===== src/rtl/wrr_arbiter_if.sv =====
// Bus-side signal bundle of the weighted round-robin arbiter.
//
// Handshake: a requester holds its req bit high for as long as it wants the
// bus. The arbiter answers with a registered one-hot grant. While a grant is
// up, ack=1 marks one completed transfer by the granted requester in that
// cycle. Dropping req of the granted requester withdraws the grant whether
// or not ack is high. ack is ignored while no grant is up.
interface wrr_arbiter_if #(
  parameter int NUM_REQ  = 5,
  parameter int WEIGHT_W = 4,
  parameter int IDX_W    = $clog2(NUM_REQ)
);
  logic [NUM_REQ-1:0]          req;
  logic                        ack;
  logic [NUM_REQ*WEIGHT_W-1:0] weight;
  logic                        mode;
  logic [NUM_REQ-1:0]          grant;
  logic                        grant_valid;
  logic [IDX_W-1:0]            grant_idx;

  // Requesting side: masters plus the fabric control that programs weights and mode
  modport master (
    output req, ack, weight, mode,
    input  grant, grant_valid, grant_idx
  );

  // Arbiter side
  modport slave (
    input  req, ack, weight, mode,
    output grant, grant_valid, grant_idx
  );
endinterface


===== src/rtl/wrr_arbiter.sv =====
// Weighted round-robin arbiter with a run-time fixed-priority mode.
// One requester holds the bus at a time, for up to weight+1 acked transfers.
// On release the next grant is chosen in the same cycle, so a handover
// leaves no idle bubble. Outputs come only from registers.
module wrr_arbiter #(
  parameter int NUM_REQ  = 5,
  parameter int WEIGHT_W = 4,
  parameter int IDX_W    = $clog2(NUM_REQ)
) (
  input  logic                clk,
  input  logic                rst,
  wrr_arbiter_if.slave        bus,
  // Debug visibility of internal state
  output logic                state_o,
  output logic [IDX_W-1:0]    ptr_o,
  output logic [WEIGHT_W-1:0] credit_o
);

  typedef enum logic {
    S_IDLE    = 1'b0,
    S_GRANTED = 1'b1
  } state_e;

  localparam logic [IDX_W-1:0] LAST_IDX = IDX_W'(NUM_REQ - 1);

  state_e              state_q, state_d;
  logic [NUM_REQ-1:0]  grant_q, grant_d;
  logic [IDX_W-1:0]    idx_q, idx_d;
  logic [WEIGHT_W-1:0] credit_q, credit_d;
  logic [IDX_W-1:0]    ptr_q, ptr_d;

  logic [WEIGHT_W-1:0] weight_arr [NUM_REQ];
  logic                cur_req;
  logic                release_c;
  logic [IDX_W-1:0]    ptr_rel;
  logic [IDX_W-1:0]    arb_start;
  logic                win_found;
  logic [IDX_W-1:0]    win_idx;

  // Unpack the flat weight bus into one field per requester
  for (genvar g = 0; g < NUM_REQ; g++) begin : g_weight
    assign weight_arr[g] = bus.weight[g*WEIGHT_W +: WEIGHT_W];
  end

  // Release decision and the pointer value a release would leave behind
  always_comb begin
    cur_req   = bus.req[idx_q];
    // Release on a final ack, or at once if the owner drops its request
    release_c = (state_q == S_GRANTED) &&
                (!cur_req || (bus.ack && (credit_q == '0)));
    ptr_rel   = (idx_q == LAST_IDX) ? '0 : idx_q + 1'b1;
    // A release re-arbitrates from the post-release pointer in the same cycle
    if (bus.mode) begin
      arb_start = '0;
    end else if (state_q == S_GRANTED) begin
      arb_start = ptr_rel;
    end else begin
      arb_start = ptr_q;
    end
  end

  // Ascending search from arb_start with wrap; the first set req bit wins
  always_comb begin
    int p;
    win_found = 1'b0;
    win_idx   = '0;
    p         = 0;
    for (int k = 0; k < NUM_REQ; k++) begin
      p = int'(arb_start) + k;
      if (p >= NUM_REQ) begin
        p = p - NUM_REQ;
      end
      if (!win_found && bus.req[p]) begin
        win_found = 1'b1;
        win_idx   = IDX_W'(p);
      end
    end
  end

  // State register: grant, index, credit and round-robin pointer
  always_ff @(posedge clk) begin
    if (rst) begin
      state_q  <= S_IDLE;
      grant_q  <= '0;
      idx_q    <= '0;
      credit_q <= '0;
      ptr_q    <= '0;
    end else begin
      state_q  <= state_d;
      grant_q  <= grant_d;
      idx_q    <= idx_d;
      credit_q <= credit_d;
      ptr_q    <= ptr_d;
    end
  end

  // Next-state logic: grant, count down tenure, release and hand over
  always_comb begin
    state_d  = state_q;
    grant_d  = grant_q;
    idx_d    = idx_q;
    credit_d = credit_q;
    ptr_d    = ptr_q;
    case (state_q)
      S_IDLE: begin
        // ack is meaningless here and is ignored
        if (win_found) begin
          state_d          = S_GRANTED;
          grant_d          = '0;
          grant_d[win_idx] = 1'b1;
          idx_d            = win_idx;
          // Weight is captured only when the grant is issued
          credit_d         = weight_arr[win_idx];
        end
      end
      S_GRANTED: begin
        if (release_c) begin
          ptr_d = ptr_rel;
          if (win_found) begin
            grant_d          = '0;
            grant_d[win_idx] = 1'b1;
            idx_d            = win_idx;
            credit_d         = weight_arr[win_idx];
          end else begin
            state_d  = S_IDLE;
            grant_d  = '0;
            idx_d    = '0;
            credit_d = '0;
          end
        end else if (bus.ack) begin
          // Not releasing with ack high implies credit is non-zero
          credit_d = credit_q - 1'b1;
        end
      end
      default: begin
        state_d = S_IDLE;
      end
    endcase
  end

  // Outputs straight from registers; no path from req/ack to grant
  always_comb begin
    bus.grant       = grant_q;
    bus.grant_valid = |grant_q;
    bus.grant_idx   = idx_q;
    state_o         = state_q;
    ptr_o           = ptr_q;
    credit_o        = credit_q;
  end

endmodule


===== src/flat_wrapper.sv =====
// flat-port wrapper written by rule: the top's interface ports become plain ports
module wrr_arbiter_flat 
#(
  parameter int NUM_REQ  = 5,
  parameter int WEIGHT_W = 4,
  parameter int IDX_W    = $clog2(NUM_REQ)
)
  (clk, rst, state_o, ptr_o, credit_o, bus_req, bus_ack, bus_weight, bus_mode, bus_grant, bus_grant_valid, bus_grant_idx);
  wrr_arbiter_if #(.NUM_REQ(NUM_REQ), .WEIGHT_W(WEIGHT_W), .IDX_W(IDX_W)) bus_i ();
  input  logic clk;
  input  logic rst;
  output logic state_o;
  output logic [IDX_W-1:0] ptr_o;
  output logic [WEIGHT_W-1:0] credit_o;
  input wire logic [$bits(bus_i.req)-1:0] bus_req;
  input wire logic [$bits(bus_i.ack)-1:0] bus_ack;
  input wire logic [$bits(bus_i.weight)-1:0] bus_weight;
  input wire logic [$bits(bus_i.mode)-1:0] bus_mode;
  output wire logic [$bits(bus_i.grant)-1:0] bus_grant;
  output wire logic [$bits(bus_i.grant_valid)-1:0] bus_grant_valid;
  output wire logic [$bits(bus_i.grant_idx)-1:0] bus_grant_idx;
  assign bus_i.req = bus_req;
  assign bus_i.ack = bus_ack;
  assign bus_i.weight = bus_weight;
  assign bus_i.mode = bus_mode;
  assign bus_grant = bus_i.grant;
  assign bus_grant_valid = bus_i.grant_valid;
  assign bus_grant_idx = bus_i.grant_idx;
  wrr_arbiter #(.NUM_REQ(NUM_REQ), .WEIGHT_W(WEIGHT_W), .IDX_W(IDX_W)) u_core (.clk(clk), .rst(rst), .bus(bus_i), .state_o(state_o), .ptr_o(ptr_o), .credit_o(credit_o));
endmodule

===== config.mk =====
export PLATFORM = sky130hd
export DESIGN_NAME = wrr_arbiter_flat
export DESIGN_NICKNAME = d
export VERILOG_FILES = /design/src/rtl/wrr_arbiter_if.sv /design/src/rtl/wrr_arbiter.sv /design/src/flat_wrapper.sv
export SDC_FILE = /design/constraint.sdc
export NUM_CORES = 1
export LEC_CHECK = 0
export CORE_ASPECT_RATIO = 2
export CORE_MARGIN = 3
export CORE_UTILIZATION = 45
export CTS_CLUSTER_DIAMETER = 60
export DETAILED_ROUTE_END_ITERATION = 8
export HOLD_SLACK_MARGIN = 0.06
export PLACE_DENSITY = 0.71
export SKIP_LAST_GASP = 1
export SYNTH_ARGS = -nofsm -noshare
export SYNTH_HDL_FRONTEND = slang
export SYNTH_SLANG_ARGS = --single-unit

===== constraint.sdc =====
create_clock -name clk -period 5.7 [get_ports clk]
set_input_delay 0.57 -clock clk [delete_from_list [all_inputs] [get_ports clk]]
set_output_delay 0.57 -clock clk [all_outputs]
set_load 0.03 [all_outputs]

### Yosys cells after proc, flatten, opt, wreduce, memory -nomap -nowiden

Index checks and enable logic that the tools add are counted.
W data, S select, Z words.

| operators by class | value |
|---|---|
| multipliers | 0 |
| shifts and indexed selects | 0 |
| mux-type cells | 56 |
| eq/ne operators | 4 |
| reductions and logical operators | 18 |
| bitwise gates (word level) | 2 |
| add/subtract/negate cells | 11 |
| divide/modulo/power cells | 0 |
| order comparisons | 14 |

Operators with widths:

| kind | count |
|---|---|
| $lt A32 B5 Y1 const B | 5 |
| $mux W32 | 5 |
| $ge A32 B4 Y1 const B | 4 |
| $sub A32 B4 Y32 const B | 4 |
| $mux W3 | 11 |
| $mux W4 | 6 |
| $mux W1 | 19 |
| $bmux W1 S3 | 6 |
| $mux W5 | 3 |
| $bmux W4 S3 | 1 |
| $pmux W5 S2 | 1 |
| $add A3 B2 Y4 const B | 2 |
| $lt A3 B4 Y1 const B | 2 |
| $pmux W4 S2 | 1 |
| $logic_and A1 B1 Y1 | 7 |
| $pmux W3 S2 | 1 |
| $reduce_and A2 Y1 | 3 |
| $logic_not A1 Y1 | 5 |
| $reduce_or A5 Y1 | 1 |
| $add A3 B1 Y4 const B | 1 |
| $add A3 B3 Y4 const B | 1 |
| $ge A4 B4 Y1 const B | 1 |
| $logic_not A4 Y1 | 1 |
| $not A3 Y4 | 1 |
| 13 further kinds | 13 |

| word-level totals | value |
|---|---|
| input port bits | 29 |
| memory bits (writable) | 0 |
| bits in latches | 0 |
| bits in registers | 16 |
| memories | 0 |
| ROM bits | 0 |
| word-level logic and storage cells | 110 |
| output and inout port bits | 17 |

### Longest topological paths before layout

Gate-level depths: netlist (run 1).

| logic depth | value |
|---|---|
| word-level depth | 29 |
| gate-level depth with buffers | 21 |
| depth with buffers taken out | 19 |

### Least setup slack after synthesis (run 1)

OpenSTA, ideal clock, no wires.

| timing path | value |
|---|---|
| kind | register to register |
| start | register u_core.idx_q[0] (netlist: u_core.bus.grant_idx[0]) |
| end | register u_core.credit_q[3] (netlist: u_core.credit_o[3]) |
| library setup time | 0.091 ns |
| stages on the path, launching flop included | 19 |
| data required time | 5.609 ns |
| arrival time | 4.863 ns |
| slack | 0.746 ns |
| period minus slack after synthesis | 4.954 ns |
| path through | dfxtp_1 > inv_1 > ha_1 > a21boi_0 > mux2_2 > nand2_1 > inv_1 > ha_1 > inv_1 > fa_1 > a21oi_1 > o31ai_1 > a2111oi_2 > o211ai_1 > or3_1 > a22oi_4 > nand3_2 > or2_0 > a311oi_1 |

| on the way | value |
|---|---|
| longest elaborated chain between the ends | 29 |
| elaborated cells on any way between the ends | 73 |
| those cells by class | add/sub (10); order compare (5); eq/ne (3); mux (42); bitwise (1); reduce/logical (12) |

Ends and longest elaborated chain:

| item | line | text |
|---|---|---|
| start: declaration | wrr_arbiter.sv:28 | `logic [IDX_W-1:0] idx_q, idx_d;` |
| start signal: assignment | wrr_arbiter.sv:91 | `idx_q <= idx_d;` |
| branches (longest 29 deep; another with $sub A32 B4 Y32) | n/a |  |
| end signal: assignment | wrr_arbiter.sv:92 | `credit_q <= credit_d;` |
| end: declaration | wrr_arbiter.sv:29 | `logic [WEIGHT_W-1:0] credit_q, credit_d;` |

Several ways; the timed one is not identified. The select of a mux whose other input is x is not followed.
A chain may end at the register's enable or synchronous reset.

### Final worst setup path (run 1)

Ends and elaborated chain as after synthesis.

==> results by group, run 1 <==
CTS
  – Clock sink total: 16
  – Reg clk slew, reported paths: 0.08 ns
  – Num CTS Buffers: 3
  – Clk Latency, worst-skew pair: 0.26 ns
  – Root Buffer: clkbuf_8
  – CTS tree: built
  – Htree depth: 1
  – CTS max path bufs: 2

Global route
  – First-pass GRT wire length: 13800 um
  – Grt total ovfl: 0
  – Pin count of the biggest net entering global routing: 19
  – GRT Util Overall: 28.5%
  – Vias in the first global route: 2832
  – Initial antenna violation count: 0

Place
  – HPWL after DPL: 7070 um
  – Placer Congestion: 1.00
  – Placed Cells incl. Taps: 410
  – DP Area: 2930 sq um
  – Port bufs: 45

Critical path
  – Crit path DAT: 5.36 ns
  – Slowest cell on crit path: dfxtp_1
  – R2R setup slack: 0.50 ns
  – R2R depth: 19
  – CP peak stage delay: 0.48 ns
  – Critical path class: flip-flop to flip-flop
  – WP buf/inv: 3
  – CP required: 5.87 ns
  – WP depth: 19
  – Startpoint Class: flip-flop
  – Critical-path maximum fanout: 9
  – CP Cell Sequence: inv_1 > ha_1 > a21boi_1 > mux2_2 > nand2_1 > inv_2 > ha_1 > inv_1 > fa_1 > nand2b_1 > o21a_1 > a31o_2 > a2111oi_4 > o211ai_1 > or3_1 > a22oi_4 > nand3_2 > or2_0 > a311oi_1
  – Top delay family on crit path: compound AO/OA/AOI/OAI gates
  – CP endpoint kind: flip-flop

STA
  – Clk_skew: 0.00651 ns
  – RSZ-0062 raised after global routing: no
  – Slew Limit Fails: 0
  – Final hold vios: 0
  – Worst slew margin: 35.0%
  – Hold WS: 0.494 ns
  – Max Freq: 192 MHz
  – Least-Margin Pin Slew: 0.974 ns
  – Part of the cycle the worst path needs: 91.1%
  – Setup tns final: 0 ns
  – Min cycle time layout: 5.20 ns
  – Final setup viols: 0

Run
  – Maxcap violations: 0

Route
  – Vias/cell: 6.70
  – Final antenna-violating net count: 0
  – DR pass1 iterations: 5
  – Via count: 2775
  – Met1 wire length: 2890 um
  – Post-Route WL: 8900 um
  – WL/cell: 21.5 um
  – DR DRC count: 0
  – Highest Signal Layer: met4
  – WL met2: 4880 um
  – WL met3: 362 um
  – Iteration-0 DRC Markers: 118

Die
  – Initial Utilization: 46.8%
  – Core ar.: 5140 sq um
  – Ports: 46
  – Die height: 109 um
  – Die area: 6320 sq um
  – Die width: 57.7 um
  – Row Count: 37

Synth
  – Yosys reg bits: 16
  – Seq/Total Area, Yosys: 13.3%
  – Ys async rst share: 0%
  – Ys flop type: dfxtp_1
  – Cells after Synth: 312
  – Post-synth EDFFs: 0
  – Synth Area per Inst: 7.72 sq um
  – Synthesized net count: 356
  – Synth cell types: 80
  – Synthesis warning total: 0
  – Mapped Area: 2410 sq um

Pwr
  – Switch share: 54.2%
  – Combinational power share: 83.5%
  – P_sw: 0.996 mW
  – Clock Power Share: 5.8%
  – Cell Pwr Density: 610 nW/um^2
  – P_int: 0.842 mW
  – Sequential Power Share: 10.7%
  – Maximum VDD drop: 571 uV
  – Static leakage: 1.21 nW

Layout
  – Filler cell count: 470
  – Fin area: 3010 sq um
  – Post-layout net count: 401
  – Antenna Diode Count: 0
  – Commonest non-fill, non-tap cell in the layout: clkdlybuf4s50_1
  – Proportion of layout cells with a drive suffix above 1: 14.3%
  – Fin cells: 414
  – Commonest non-fill, non-tap cells in the layout: clkdlybuf4s50_1, nor2_1, a21oi_1, nand2_1
  – Area grow syn2layout: 25.1%

Hold path
  – Worst hold path depth: 2
  – Worst hold path class: flip-flop to flip-flop

Outcome
  – Status: finished clean
[tightest hold or removal path, delay by kind of cell, from the launching register on]
kind            cells  cell delay (ns)
flops               1             0.33
compound gates      1             0.06
simple gates        1             0.06
[path summary, 6_finish.rpt]
| kind | startpoint | end |
|---|---|---|
| setup reg to reg | u_core.bus.grant_idx[0] | u_core.credit_o[3] |
| hold reg to reg | u_core.bus.grant[4] | u_core.bus.grant[4] |
| hold / removal | u_core.bus.grant[4] | u_core.bus.grant[4] |
| setup / recovery | u_core.bus.grant_idx[0] | u_core.credit_o[3] |
[power by group through the flow]
stage / logic (mW) / registers (mW) / clock network [mW]
after CTS: 1.47 / 0.194 / 0.106
after global placement: 1.45 / 0.197 / 0
final: 1.53 / 0.196 / 0.107
after detailed placement: 1.46 / 0.195 / 0
after floorplan: 1.04 / 0.235 / 0
after global routing: 1.65 / 0.200 / 0.111
[repair_timing]
| action | CTS | global route |
|---|---|---|
| setup buffers | 0 | 0 |
| endpoints found under the setup margin | 0 | 9 |
| resized for setup | 0 | 6 |
| hold buffers | 0 | 0 |
[cell usage after synthesis (3+ instances only)]
library cell,instances,area [sq um]
nand3_1,13,65.1
inv_1,17,63.8
or2_2,3,18.8
nand2b_1,4,25.0
o211a_1,4,40.0
a21oi_1,25,125
buf_2,3,15.0
o21ai_0,13,65.1
a31oi_1,5,31.3
mux2_2,5,56.3
a22oi_1,5,37.5
mux2i_1,9,90.1
nor2_1,31,116
nor4_1,4,25.0
ha_1,14,175
clkbuf_1,8,30.0
nor3_1,4,20.0
xnor2_1,5,43.8
or3_1,5,31.3
a211oi_1,5,37.5
o311a_1,3,30.0
and2_1,3,18.8
a21o_1,5,37.5
dfxtp_1,16,320
nand2_1,18,67.6
o211ai_1,7,52.6
a211o_1,7,61.3
[cell families (layout without fill, tap and decap cells)]
group,after synthesis,in the layout,share of synthesized area [%]
xor gates and xnor gates,5,5,1.82
and+or+nand+nor,103,103,22.2
DFF,16,16,13.3
AOI/OAI and AO/OA,123,123,40.4
adders and majority gates,15,15,8.11
muxes,16,16,7.64
buffers and inverters,34,78,6.44
[metrics by stage]
step / power [mW] / setup WS (ns) / utilization [%]
6_report: 1.84 / 0.505 / 58.6
4_1_cts: 1.77 / 0.185 / 58.0
5_1_grt: 1.96 / 0.111 / 58.6
3_3_place_gp: 1.65 / 0.339 / 57.0
2_1_floorplan: 1.27 / 0.746 / -
3_5_place_dp: 1.66 / 0.178 / 57.0
[cell type report]
cell class	count	area, sq um	area share [%]
inverters	19	76.3	2.53
flip-flops and latches	16	320	10.6
repair buffers	55	526	17.4
multi-input cells	262	1960	65.1
well taps	58	72.6	2.41
clock buffers	4	55.1	1.83
[routing by layer]
layer / vias up / track usage [%]
li1: 1278 / -
met1: 1307 / 24.6
met2: 137 / 54.0
met3: 53 / 3.06
met4: 0 / 26.9
met5: - / 0
[registers in the layout, indices dropped and copies added, names as in the netlist]
signal                count
u_core.credit_o           4
u_core.bus.grant_idx      3
u_core.ptr_o              3
u_core.state_o            1
u_core.bus.grant          5
(Power assumes the default switching activity.)
==> inputs of run 2 (changes only) <==
Settings changed: DONT_BUFFER_PORTS set to 1, PLACE_DENSITY 0.71 to not set.
==> results by group, run 2 (synthesis results as in run 1) <==
Pwr
  – Final Power: 1.68 mW (-8.6%)
  – Clock Power Share: 6.3% (+0.5 points)
  – Static leakage: 1.02 nW (-16%)
  – Maximum VDD drop: 449 uV (-21%)
  – Sequential Power Share: 13.9% (+3.2 points)
  – Combinational power share: 79.8% (-3.7 points)
  – Cell Pwr Density: 667 nW/um^2 (+9.3%)
  – P_sw: 0.941 mW (-5.5%)
  – Switch share: 56.0% (+1.9 points)
  – P_int: 0.738 mW (-12%)

CTS
  – Htree depth: 1 (unchanged)
  – CTS tree: built
  – Clock sink total: 16 (unchanged)
  – Clk Latency, worst-skew pair: 0.26 ns (about the same)
  – Hold_buf cts: 0 (unchanged)
  – Root Buffer: clkbuf_8
  – CTS max path bufs: 2 (unchanged)
  – Num CTS Buffers: 3 (unchanged)
  – Reg clk slew, reported paths: 0.07 ns (about the same)

Place
  – HPWL after DPL: 6640 um (-6.1%)
  – Port bufs: 0 (-100%)
  – Placer Congestion: 0.933 (-6.8%)

Layout
  – Filler cell count: 558 (+19%)
  – Final core utilization: 49.0% (-9.6 points)
  – Commonest non-fill, non-tap cell in the layout: nor2_1
  – Commonest non-fill, non-tap cells in the layout: nor2_1, a21oi_1, nand2_1, inv_1, dfxtp_1
  – Max reg flops: 5 (unchanged)
  – Antenna Diode Count: 0 (unchanged)
  – Post-layout net count: 352 (-12%)
  – Area grow syn2layout: 4.52%
  – Proportion of layout cells with a drive suffix above 1: 14.7% (+0.33 points)

Global route
  – Initial antenna violation count: 0 (unchanged)
  – Pin count of the biggest net entering global routing: 19 (unchanged)
  – Vias in the first global route: 2529 (-11%)
  – First-pass GRT wire length: 12600 um (-8.8%)
  – Grt total ovfl: 0 (unchanged)
  – GRT Util Overall: 26.4% (-2.1 points)

Outcome
  – Status: finished clean

STA
  – Slew Limit Fails: 0 (unchanged)
  – Max Freq: 188 MHz (-2.3%)
  – Min cycle time layout: 5.32 ns (+0.123 ns)
  – RSZ-0062 raised after global routing: no
  – Clk_skew: 0.00608 ns (-0.000435 ns)
  – Worst slew margin: 36.7% (+1.6 points)
  – Final hold vios: 0 (unchanged)
  – Final setup viols: 0 (unchanged)
  – Least-Margin Pin Slew: 0.950 ns (-0.0242 ns)
  – Setup tns final: 0 ns (unchanged)
  – Part of the cycle the worst path needs: 93.3% (+2.2 points)

Run
  – Maxcap violations: 0 (unchanged)

Die
  – Ports: 46 (unchanged)
  – Die height: 109 um (unchanged)
  – Row Count: 37 (unchanged)
  – Initial Utilization: 46.8% (unchanged)
  – Die width: 57.7 um (unchanged)
  – Core ar.: 5140 sq um (unchanged)
  – Die area: 6320 sq um (unchanged)

Route
  – Post-Route WL: 8160 um (-8.3%)
  – DR pass1 iterations: 4 (-1)
  – Final antenna-violating net count: 0 (unchanged)
  – DR DRC count: 0 (unchanged)
  – WL/cell: 22.4 um (+4.0%)
  – Vias/cell: 6.86 (+2.4%)
  – Via count: 2505 (-9.7%)
  – Iteration-0 DRC Markers: 130 (+10%)

Hold path
  – Critical hold path startpoint: rst
  – Worst hold path class: input port to flip-flop

Critical path
  – CP required: 5.83 ns (-0.04 ns)
  – Startpoint Class: flip-flop
  – Crit. Startpoint: u_core.bus.grant_idx[1]
  – CP endpoint kind: flip-flop
  – Crit path DAT: 5.45 ns (+0.09 ns)
  – Critical path class: flip-flop to flip-flop
  – Critical-path maximum fanout: 9 (unchanged)
  – R2R Path Start: u_core.bus.grant_idx[1]
## run 2: cell types whose count changed in the layout (fill, tap and decap cells not counted), sizes merged
cell           change
buf                -4
clkdlybuf4s50     -45
## run 2: cell type report
type	count	area, sq um	share of cell area [%]
multi-input combinational	262	1950	77.4
sequential	16	320	12.7
inverter	19	76.3	3.03
tap	58	72.6	2.88
clock buffer	4	55.1	2.19
timing repair buffer	6	45.0	1.79
## run 2: worst max-delay path, stage by stage, from the launching register on
cell	delay (ns)
dfxtp_1	0.33
inv_1	0.06
ha_1	0.26
a21boi_0	0.32
mux2_2	0.28
nand2_1	0.16
inv_1	0.30
ha_1	0.22
inv_1	0.07
fa_1	0.42
nand2b_1	0.21
o21a_1	0.15
a31o_2	0.23
a2111oi_2	0.52
o211ai_1	0.21
or3_1	0.48
a32oi_2	0.43
nor2_1	0.21
a22oi_1	0.19
o221ai_1	0.16
## run 2: power by group through the flow
stage               combinational, mW  sequential, mW  clock (mW)
global placement                 1.30           0.237           0
CTS                              1.31           0.235       0.109
detailed placement               1.31           0.237           0
finish                           1.34           0.234       0.106
floorplan                        1.04           0.235           0
global route                     1.46           0.240       0.111
## run 2: metrics by stage
stage	instance area, sq um	hold slack [ns]	cells	worst slack (ns)
6_report	2520	0.367	365	0.382
5_1_grt	2520	0.361	365	0.0423
4_1_cts	2500	0.360	365	0.320
3_5_place_dp	2450	0.624	361	0.318
3_3_place_gp	2450	0.617	361	0.456
2_1_floorplan	2410	0.595	312	0.746
## run 2: final timing paths
check                        to  slack (ns)  cells past startpoint
min reg2reg     u_core.ptr_o[2]        0.64                      2
max          u_core.credit_o[2]        0.38                     19
max reg2reg  u_core.credit_o[2]        0.38                     19
min             u_core.ptr_o[1]        0.37                      1
## run 2: timing repair
item / in CTS / in global routing
buffers inserted: 0 / 0
resized for setup: 0 / 2
setup endpoints to repair: 0 / 3
## run 2: routing by layer
metal  vias up  wire length, um  global-route usage (%)
met4         0              515                    19.1
met3        29              323                    2.35
met1      1174             2630                    21.8
met2       103             4700                    54.2
li1       1199                -                       -
met5         -                0                       0
==> inputs of run 3 (changes only) <==
Settings changed: CORE_MARGIN 3 to 2.
==> results by group, run 3 (synthesis results as in run 1) <==
STA
  – Least-Margin Pin Slew: 0.595 ns (-0.355 ns)
  – Part of the cycle the worst path needs: 90.8% (-2.5 points)
  – Clk_skew: 0.00244 ns (-0.00364 ns)
  – Min cycle time layout: 5.17 ns (-0.143 ns)
  – Setup tns final: 0 ns (unchanged)
  – RSZ-0062 raised after global routing: no
  – Hold WS: 0.383 ns (+0.0161 ns)
  – Worst slew margin: 60.0% (+23 points)
  – Max Freq: 193 MHz (+2.8%)
  – Final hold vios: 0 (unchanged)
  – Final setup viols: 0 (unchanged)
  – Slew Limit Fails: 0 (unchanged)

Route
  – DR pass1 iterations: 4 (unchanged)
  – Final antenna-violating net count: 0 (unchanged)
  – Post-Route WL: 7900 um (-3.2%)
  – Vias/cell: 6.76 (-1.5%)
  – Via count: 2481 (-0.96%)
  – Iteration-0 DRC Markers: 61 (-53%)
  – DR DRC count: 0 (unchanged)
  – WL/cell: 21.5 um (-3.8%)

Layout
  – Fin area: 2540 sq um (+1.1%)
  – Area grow syn2layout: 5.67%
  – Antenna Diode Count: 0 (unchanged)
  – Final core utilization: 49.5% (+0.54 points)
  – Proportion of layout cells with a drive suffix above 1: 15.2% (+0.55 points)
  – Commonest non-fill, non-tap cells in the layout: nor2_1, a21oi_1, nand2_1, inv_1, dfxtp_1
  – Post-layout net count: 354 (+0.57%)
  – Max reg flops: 5 (unchanged)
  – Commonest non-fill, non-tap cell in the layout: nor2_1

Die
  – Core ar.: 5140 sq um (unchanged)
  – Initial Utilization: 46.8% (unchanged)
  – Die height: 107 um (-1.8%)
  – Row Count: 37 (unchanged)
  – Die width: 55.7 um (-3.5%)
  – Die area: 5990 sq um (-5.2%)
  – Ports: 46 (unchanged)

Critical path
  – Slowest cell on crit path: or3_1
  – CP peak stage delay: 0.46 ns (-0.06 ns)
  – Top delay family on crit path: compound AO/OA/AOI/OAI gates
  – CP Cell Sequence: inv_1 > ha_1 > a21boi_0 > mux2_2 > nand2_1 > inv_1 > ha_1 > inv_1 > fa_1 > nand2b_1 > o21a_1 > a31o_2 > a2111oi_4 > o211ai_1 > or3_1 > a22oi_4 > nand3_2 > or2_0 > a311oi_1
  – R2R depth: 19 (unchanged)
  – R2R Path Start: u_core.bus.grant_idx[1]
  – Critical path class: flip-flop to flip-flop
  – CP endpoint kind: flip-flop
  – Critical-path maximum fanout: 9 (unchanged)
  – WP buf/inv: 3 (unchanged)
  – Critical Path Most Common Cell: inv_1
  – Startpoint Class: flip-flop
  – CP required: 5.85 ns (+0.02 ns)
  – WP depth: 19 (unchanged)
  – R2R Path End: u_core.credit_o[3]
  – Crit path DAT: 5.33 ns (-0.12 ns)
  – R2R setup slack: 0.53 ns (+0.14 ns)

CTS
  – Clock sink total: 16 (unchanged)
  – Reg clk slew, reported paths: 0.07 ns (about the same)
  – Hold_buf cts: 0 (unchanged)
  – Clk Latency, worst-skew pair: 0.25 ns (about the same)
  – Root Buffer: clkbuf_8
  – CTS resizes: 0 (unchanged)
  – Postcts setup bufs: 0 (unchanged)
  – Num CTS Buffers: 3 (unchanged)
  – CTS tree: built
  – Htree depth: 1 (unchanged)
  – CTS max path bufs: 2 (unchanged)

Pwr
  – Sequential Power Share: 13.9% (about the same)
  – Combinational power share: 80.1% (+0.3 points)
  – Final Power: 1.69 mW (+0.41%)
  – Switch share: 55.4% (-0.66 points)
  – Clock Power Share: 6.1% (-0.2 points)
  – Cell Pwr Density: 663 nW/um^2 (-0.68%)
  – Maximum VDD drop: 418 uV (-6.9%)
  – P_sw: 0.933 mW (-0.78%)
  – P_int: 0.752 mW (+1.9%)
  – Static leakage: 1.03 nW (+0.99%)

Global route
  – GRT Util Overall: 26.3% (-0.12 points)
  – Vias in the first global route: 2442 (-3.4%)
  – Initial antenna violation count: 0 (unchanged)
  – Grt total ovfl: 0 (unchanged)
  – Pin count of the biggest net entering global routing: 19 (unchanged)
  – First-pass GRT wire length: 12300 um (-2.4%)

Hold path
  – Worst hold path class: input port to flip-flop
  – Critical hold path startpoint: rst
  – Worst hold path depth: 1 (unchanged)
  – Hold Path Sink: u_core.bus.grant[4]

Outcome
  – Status: finished clean

Place
  – Placer Congestion: 0.972 (+4.1%)
  – Port bufs: 0 (unchanged)
  – HPWL after DPL: 6440 um (-3.0%)
  – DP Area: 2460 sq um (+0.61%)

Run
  – Maxcap violations: 0 (unchanged)
-- run 3: changes by cell type in the layout (fill, tap and decap cells not counted), sizes merged --
cell / delta
buf: +2
-- run 3: how the worst max path moves through the flow --
stage / startpoint / to / slack [ns]
floorplan: u_core.bus.grant_idx[0] / u_core.credit_o[3] / 0.75
global placement: u_core.bus.grant_idx[0] / u_core.credit_o[1] / 0.54
detailed placement: u_core.bus.grant_idx[1] / u_core.credit_o[3] / 0.37
CTS: u_core.bus.grant_idx[1] / u_core.credit_o[3] / 0.34
global route: u_core.bus.grant_idx[0] / u_core.credit_o[3] / 0.09
finish: u_core.bus.grant_idx[1] / u_core.credit_o[3] / 0.53
-- run 3: cell type report --
cell class              instances  area [sq um]
repair buffers                  8          60.1
clock buffers                   4          55.1
flip-flops and latches         16           320
well taps                      58          72.6
fillers                       526          2590
multi-input cells             262          1960
inverters                      19          76.3
-- run 3: metal layers --
metal | part of all wire (%) | vias to the layer above | global-route usage (%)
li1 | - | 1190 | -
met1 | 33 | 1177 | 23.8
met2 | 57 | 81 | 53.8
met3 | 3.1 | 33 | 1.44
met4 | 7.1 | 0 | 16.9
met5 | 0 | - | 0
-- run 3: power groups by stage --
stage | Sequential (mW) | Clock (mW) | Combinational, mW
after global routing | 0.240 | 0.106 | 1.48
final | 0.234 | 0.102 | 1.35
after floorplan | 0.235 | 0 | 1.04
after detailed placement | 0.237 | 0 | 1.31
after CTS | 0.235 | 0.103 | 1.31
after global placement | 0.236 | 0 | 1.30
-- run 3: metrics by stage --
stage / instances / setup slack (ns)
after floorplan: 312 / 0.746
after global placement: 363 / 0.535
after detailed placement: 363 / 0.367
after CTS: 367 / 0.345
after global routing: 367 / 0.0927
final: 367 / 0.525
